**config.mk**
```make
export PLATFORM = sky130hd
export DESIGN_NAME = serial_adder_ctrl
export DESIGN_NICKNAME = d
export VERILOG_FILES = /design/src/rtl/serial_adder_ctrl.sv
export SDC_FILE = /design/constraint.sdc
export NUM_CORES = 1
export LEC_CHECK = 0
export CAP_MARGIN = 20
export CORE_UTILIZATION = 48
export CTS_BUF_LIST = sky130_fd_sc_hd__clkbuf_4 sky130_fd_sc_hd__clkbuf_8
export DETAILED_ROUTE_END_ITERATION = 16
export PLACE_DENSITY = 0.77
export SLEW_MARGIN = 15
export SYNTH_ARGS = -nofsm -noshare
export SYNTH_HDL_FRONTEND = slang
export SYNTH_SLANG_ARGS = --single-unit
```
**constraint.sdc**
```tcl
create_clock -name clk -period 1.4 [get_ports clk]
set_input_delay 0.42 -clock clk [delete_from_list [all_inputs] [get_ports clk]]
set_output_delay 0.42 -clock clk [all_outputs]
set_load 0.01 [all_outputs]
```
**src/rtl/serial_adder_ctrl.sv**
```systemverilog
// Bit-serial adder: two chained half adders and a carry flip-flop process one
// operand bit per clock, LSB first, behind valid/ready handshakes on both sides.
module serial_adder_ctrl #(
    parameter int unsigned WIDTH = 8
) (
    input  logic             clk,
    input  logic             rst_n,
    input  logic             in_valid,
    output logic             in_ready,
    input  logic [WIDTH-1:0] a_in,
    input  logic [WIDTH-1:0] b_in,
    input  logic             cin,
    output logic             out_valid,
    input  logic             out_ready,
    output logic [WIDTH-1:0] sum_out,
    output logic             cout_out,
    output logic             ovf_out,
    output logic             busy
);

    localparam int unsigned CNT_W = $clog2(WIDTH + 1);

    typedef enum logic [1:0] {
        IDLE = 2'd0,
        ADD  = 2'd1,
        DONE = 2'd2
    } state_t;

    state_t           state;
    logic [WIDTH-1:0] a_sh;
    logic [WIDTH-1:0] b_sh;
    logic [WIDTH-1:0] res;
    logic             carry;
    logic [CNT_W-1:0] cnt;

    logic s1, c1, s2, c2, carry_next;

    always_comb begin
        s1         = a_sh[0] ^ b_sh[0];
        c1         = a_sh[0] & b_sh[0];
        s2         = s1 ^ carry;
        c2         = s1 & carry;
        carry_next = c1 | c2;
    end

    assign in_ready  = (state == IDLE);
    assign out_valid = (state == DONE);
    assign busy      = (state == ADD);

    always_ff @(posedge clk or negedge rst_n) begin
        if (!rst_n) begin
            state    <= IDLE;
            a_sh     <= '0;
            b_sh     <= '0;
            res      <= '0;
            carry    <= 1'b0;
            cnt      <= '0;
            sum_out  <= '0;
            cout_out <= 1'b0;
            ovf_out  <= 1'b0;
        end else begin
            case (state)
                IDLE: begin
                    if (in_valid) begin
                        a_sh  <= a_in;
                        b_sh  <= b_in;
                        carry <= cin;
                        cnt   <= '0;
                        state <= ADD;
                    end
                end
                ADD: begin
                    carry <= carry_next;
                    res   <= {s2, res[WIDTH-1:1]};
                    a_sh  <= {1'b0, a_sh[WIDTH-1:1]};
                    b_sh  <= {1'b0, b_sh[WIDTH-1:1]};
                    cnt   <= cnt + 1'b1;
                    if (cnt == CNT_W'(WIDTH - 1)) begin
                        // On the MSB cycle, carry still holds the carry into the MSB.
                        sum_out  <= {s2, res[WIDTH-1:1]};
                        cout_out <= carry_next;
                        ovf_out  <= carry ^ carry_next;
                        state    <= DONE;
                    end
                end
                DONE: begin
                    if (out_ready) begin
                        state <= IDLE;
                    end
                end
                default: state <= IDLE;
            endcase
        end
    end

endmodule
```
=== Word-level counts from Yosys, hierarchy flattened ===
Cells that the tools add are included.

* Register bits after elaboration: 41
* Input port bits: 21

* $add $sub $neg: 1
* Equal/unequal tests: 6
* Muxes and demuxes: 12
* Bitwise logic cells: 6
* Reductions and logical operators: 5

{| class="wikitable"
|+ Operators by type and width
! operator !! number
|-
| 8-bit one-hot mux with 2 select lines || 2
|-
| 8-bit two-way mux || 2
|-
| 4-bit one-hot mux with 2 select lines || 1
|-
| 2-bit two-way mux || 3
|-
| 2-bit one-hot mux with 3 select lines || 1
|-
| 4-bit by 1-bit adder with 4-bit output (second input constant) || 1
|-
| 4-bit by 3-bit == test with 1-bit output (second input constant) || 1
|-
| 4-bit two-way mux || 1
|-
| 2-bit by 1-bit != test with 1-bit output (second input constant) || 2
|-
| 2-bit AND reduction || 2
|-
| 3-bit AND reduction || 1
|-
| 1-bit bitwise XOR || 3
|-
| 1-bit AND || 2
|-
| 2-bit by 1-bit == test with 1-bit output (second input constant) || 1
|-
| 2-bit == test (second input constant) || 1
|-
| 2-bit logical NOT || 1
|-
| 2-bit != test (second input constant) || 1
|-
| 1-bit one-hot mux with 2 select lines || 1
|-
| 2-bit nonzero test || 1
|-
| 1-bit two-way mux || 1
|-
| 1-bit OR || 1
|}

=== Longest topological paths before layout ===
* Depth after elaboration: 4
* Mapped depth: 6

=== Least setup slack after synthesis ===
OpenSTA, ideal clock, no wires.

* Kind: reg-to-reg
* Start: reg a_sh[0]
* End: reg ovf_out
* Setup time: 0.125 ns
* Arrival: 1.258 ns
* Setup slack: 0.017 ns
* Stages on the path, launching flop included: 4
* Path buffers: 0
* Clock period less this slack: 1.383 ns
* Cells stage by stage: dfrtp_1 -> fa_1 -> xor2_1 -> mux2_2

* Longest elaborated chain between the ends: 4
* Elaborated cells between the ends (all ways): 5
* Classes of those cells: bitwise: 5

{| class="wikitable"
|+ Ends and longest elaborated chain
! element !! line !! text
|-
| start: declaration || 30 || <nowiki>logic [WIDTH-1:0] a_sh;</nowiki>
|-
| start signal: assignment || 65 || <nowiki>a_sh <= a_in;</nowiki>
|-
| start signal: assignment || 75 || <nowiki>a_sh <= {1'b0, a_sh[WIDTH-1:1]};</nowiki>
|-
| 1-bit bitwise XOR || 39 || <nowiki>s1 = a_sh[0] ^ b_sh[0];</nowiki>
|-
| 1-bit AND || 42 || <nowiki>c2 = s1 & carry;</nowiki>
|-
| 1-bit OR (*) || 43 || <nowiki>carry_next = c1 | c2;</nowiki>
|-
| net carry_next || 36 || <nowiki>logic s1, c1, s2, c2, carry_next;</nowiki>
|-
| 1-bit bitwise XOR (*) || 82 || <nowiki>ovf_out <= carry ^ carry_next;</nowiki>
|-
| end signal: assignment || 82 ||
|-
| end: declaration || 17 || <nowiki>output logic ovf_out,</nowiki>
|}

The timed path passes the listed nets; every way through them passes the cells marked *.
A chain may end at the register's enable or synchronous reset.

=== Worst setup path in the final report ===
* Start: reg state[1]
* End: reg sum_out[4]

* Longest elaborated chain between the ends: 2

{| class="wikitable"
|+ Ends and longest elaborated chain
! element !! line !! text
|-
| start: declaration || 29 || <nowiki>state_t state;</nowiki>
|-
| start signal: assignment || 52 || <nowiki>state <= IDLE;</nowiki>
|-
| start signal: assignment || 69 || <nowiki>state <= ADD;</nowiki>
|-
| start signal: assignment || 83 || <nowiki>state <= DONE;</nowiki>
|-
| 2-bit by 1-bit == test with 1-bit output || 62 || <nowiki>case (state)</nowiki>
|-
| 2-bit AND reduction (no line) || n/a ||
|-
| end signal: assignment || 80 || <nowiki>sum_out <= {s2, res[WIDTH-1:1]};</nowiki>
|-
| end: declaration || 15 || <nowiki>output logic [WIDTH-1:0] sum_out,</nowiki>
|}

No other way between the ends.

==> qor.yml <==
max_slew.worst_pin.slew_ns: 0.317
worstSetupStartpointType: "flop"
die_h_um: 64.1
layout_min_cycle_time_ns: 1.49
cts_tree: "done"
crit_required_ns: 1.59
final_area_mm2: 0.00257
initial_core_util_pct: 50.2
cts_buffers: 5
via_count: 1520
wl_met2_um: 2120
yosysTopAreaCell: "dfrtp_1"
path_buf_inv: 2
cts_root_buf: "clkbuf_8"
antenna_left: 0
syn_area_mm2: 0.00185
clock_sinks: 40
cts.clk_slew.worst_paths_ns: 0.08
final.setup.tns_ns: -0.887
fin_cells: 279
violations: "negative setup slack"
grtUsageTotal_pct: 23.2
ys_ff_latch: 40
io_pins: 34
routed_wl_um: 4370
syn_area_per_cell_um2: 10.6
yosysWarnings: 0
antenna_found_initial: 0
wl_per_cell_um: 15.7
via_per_inst: 5.45
cts.htree.levels: 2
first_global_vias: 1535
gp_congestion: 0.757
route.detailed.drc: 0
fin_nets: 253
synth_edf_count: 0
max_freq_mhz: 673
hold_violations: 0
overflow: 0
fin_ws_ns: -0.0861
setup_viol: 14
fp.dieArea_mm2: 0.00411
fin_skew_ns: 0.00882
path_cells: "nand2b_4 > buf_8 > nor3_4 > buf_6 > mux2_4"
ctsHoldBuffers: 0
row_count: 22
power_density_mw_per_mm2: 2010
drt_first_pass_iters: 4
finish.utilization_pct: 69.6
status: "complete, but fails checks"
synth_area_leaders: "dfrtp_1, mux2_2, a22oi_1"
path_depth: 5
critPathMaxFanout: 6
topRoutingLayerUsed: "met4"
critPathArrivalTime_ns: 1.67
slew_viol_final: 0
cp_slowest_cell: "dfrtp_1"
dpl_cell_area_mm2: 0.00229
period_share_pct: 106
syn-num-nets: 198
ir_drop_v: 0.00114
crit_type: "reg -> reg"
core_mm2: 0.00369
wl_met1_um: 1950
p_leak_nw: 1.24
portBuffers: 33
grt_setup_unrepaired: "yes"
hpwl_um: 2650
hold_path_class: "in -> async"
grt_max_degree: 41
cts_buffer_depth: 2
dieWidth_um: 64.1
ys_seq_area_share_pct: 54.0
synth-async-reset-ratio_pct: 100
syn_inst: 175
drive_gt1_share_pct: 25.1
synthFlopType: "dfrtp_1"
wl_met3_um: 152
antenna_cells: 0
clk-insertion-delay-late_ns: 0.30
cpPeakStageDelay_ns: 0.42
dp.cells: 261
drtIter0Drc: 78
yosysMostFrequentCell: "dfrtp_1"
ys_types: 28
grt_pass1_wl_um: 7180
area_growth_pct: 38.6
relSlewSlack_pct: 78.6
yosys-top-cells-count: "dfrtp_1, nand2_1, a21oi_1, o21ai_0, a22oi_1"
synth.top_cell.area_share_pct: 54.0
cap_violations: 0
path_delay_family: "flip-flops"
end_kind: "flop"
worstRegToRegCells: 5
-- stage by stage --
step	hold slack, ns	total power, W	worst slack, ns
global placement	0.400	0.00372	-0.305
finish	0.0796	0.00516	-0.0861
global route	0.0934	0.00547	-0.123
CTS	0.0836	0.00506	-0.191
floorplan	0.124	0.00303	0.0173
detailed placement	0.406	0.00384	-0.389
-- worst paths after layout --
check	from	to	slack (ns)
setup / recovery	state[1]$_DFFE_PN0P_	sum_out[4]$_DFFE_PN0P_	-0.09
hold / removal	rst_n	sum_out[1]$_DFFE_PN0P_	0.08
setup reg to reg	state[1]$_DFFE_PN0P_	sum_out[4]$_DFFE_PN0P_	-0.09
hold reg to reg	b_sh[1]$_DFFE_PN0P_	b_sh[1]$_DFFE_PN0P_	0.51
max in group asynchronous	rst_n	state[0]$_DFFE_PN0P_	1.12
min in group clk	b_sh[1]$_DFFE_PN0P_	b_sh[1]$_DFFE_PN0P_	0.51
-- per-layer routing --
layer  global-route usage (%)  up-vias
met5                        0        -
met4                     12.2        0
met3                     3.57       17
met2                     36.7       45
met1                     30.9      739
li1                         -      719
-- kinds of logic (layout without fill, tap and decap cells) --
family | after synthesis | in the layout | share of synthesized area (%)
fa+ha+maj | 2 | 2 | 1.76
buf+inv | 13 | 68 | 4.52
flops | 40 | 40 | 54.0
compound gates | 55 | 55 | 17.6
simple gates | 53 | 54 | 14.9
mux | 11 | 11 | 6.68
xor+xnor | 1 | 1 | 0.473
-- registers in the layout, summed over array words and instances, names as in the netlist --
signal / flops
ovf_out: 1
sum_out: 8
carry: 1
b_sh: 8
state: 2
cout_out: 1
res: 7
a_sh: 8
cnt: 4
-- cell usage in the layout, fill, tap and decap left out, drive strengths merged, types with 2 or more instances in the layout --
cell type,n
nand3,2
nor2b,5
dfrtp,40
and2b,14
buf,29
mux2,11
nor2,3
clkdlybuf4s15,10
o21ai,18
nand2,27
clkdlybuf4s50,18
inv,2
clkbuf,6
a22oi,14
a22o,2
a21oi,18
-- final cells by class --
class                      instances  area, um^2
fill                             282        1120
sequential                        40        1000
multi-input combinational        123         842
timing repair buffer              58         536
clock buffer                       6        82.6
tap                               48        60.1
clock inverter                     2        38.8
inverter                           2        7.51
-- power by group --
group	internal (W)	total (W)	switching, W
Clock	0.000583	0.000992	0.000409
Combinational	0.00119	0.00218	0.000989
Sequential	0.00162	0.00198	0.000365
Total	0.00339	0.00516	0.00176
-- timing repair --
item | CTS | global route
pin swaps | 3 | 3
gates cloned | 2 | 1
endpoints found under the setup margin | 39 | 37
buffers inserted | 4 | 4
gates resized for setup | 49 | 13
Note: power is estimated with default switching activity, not from simulation.
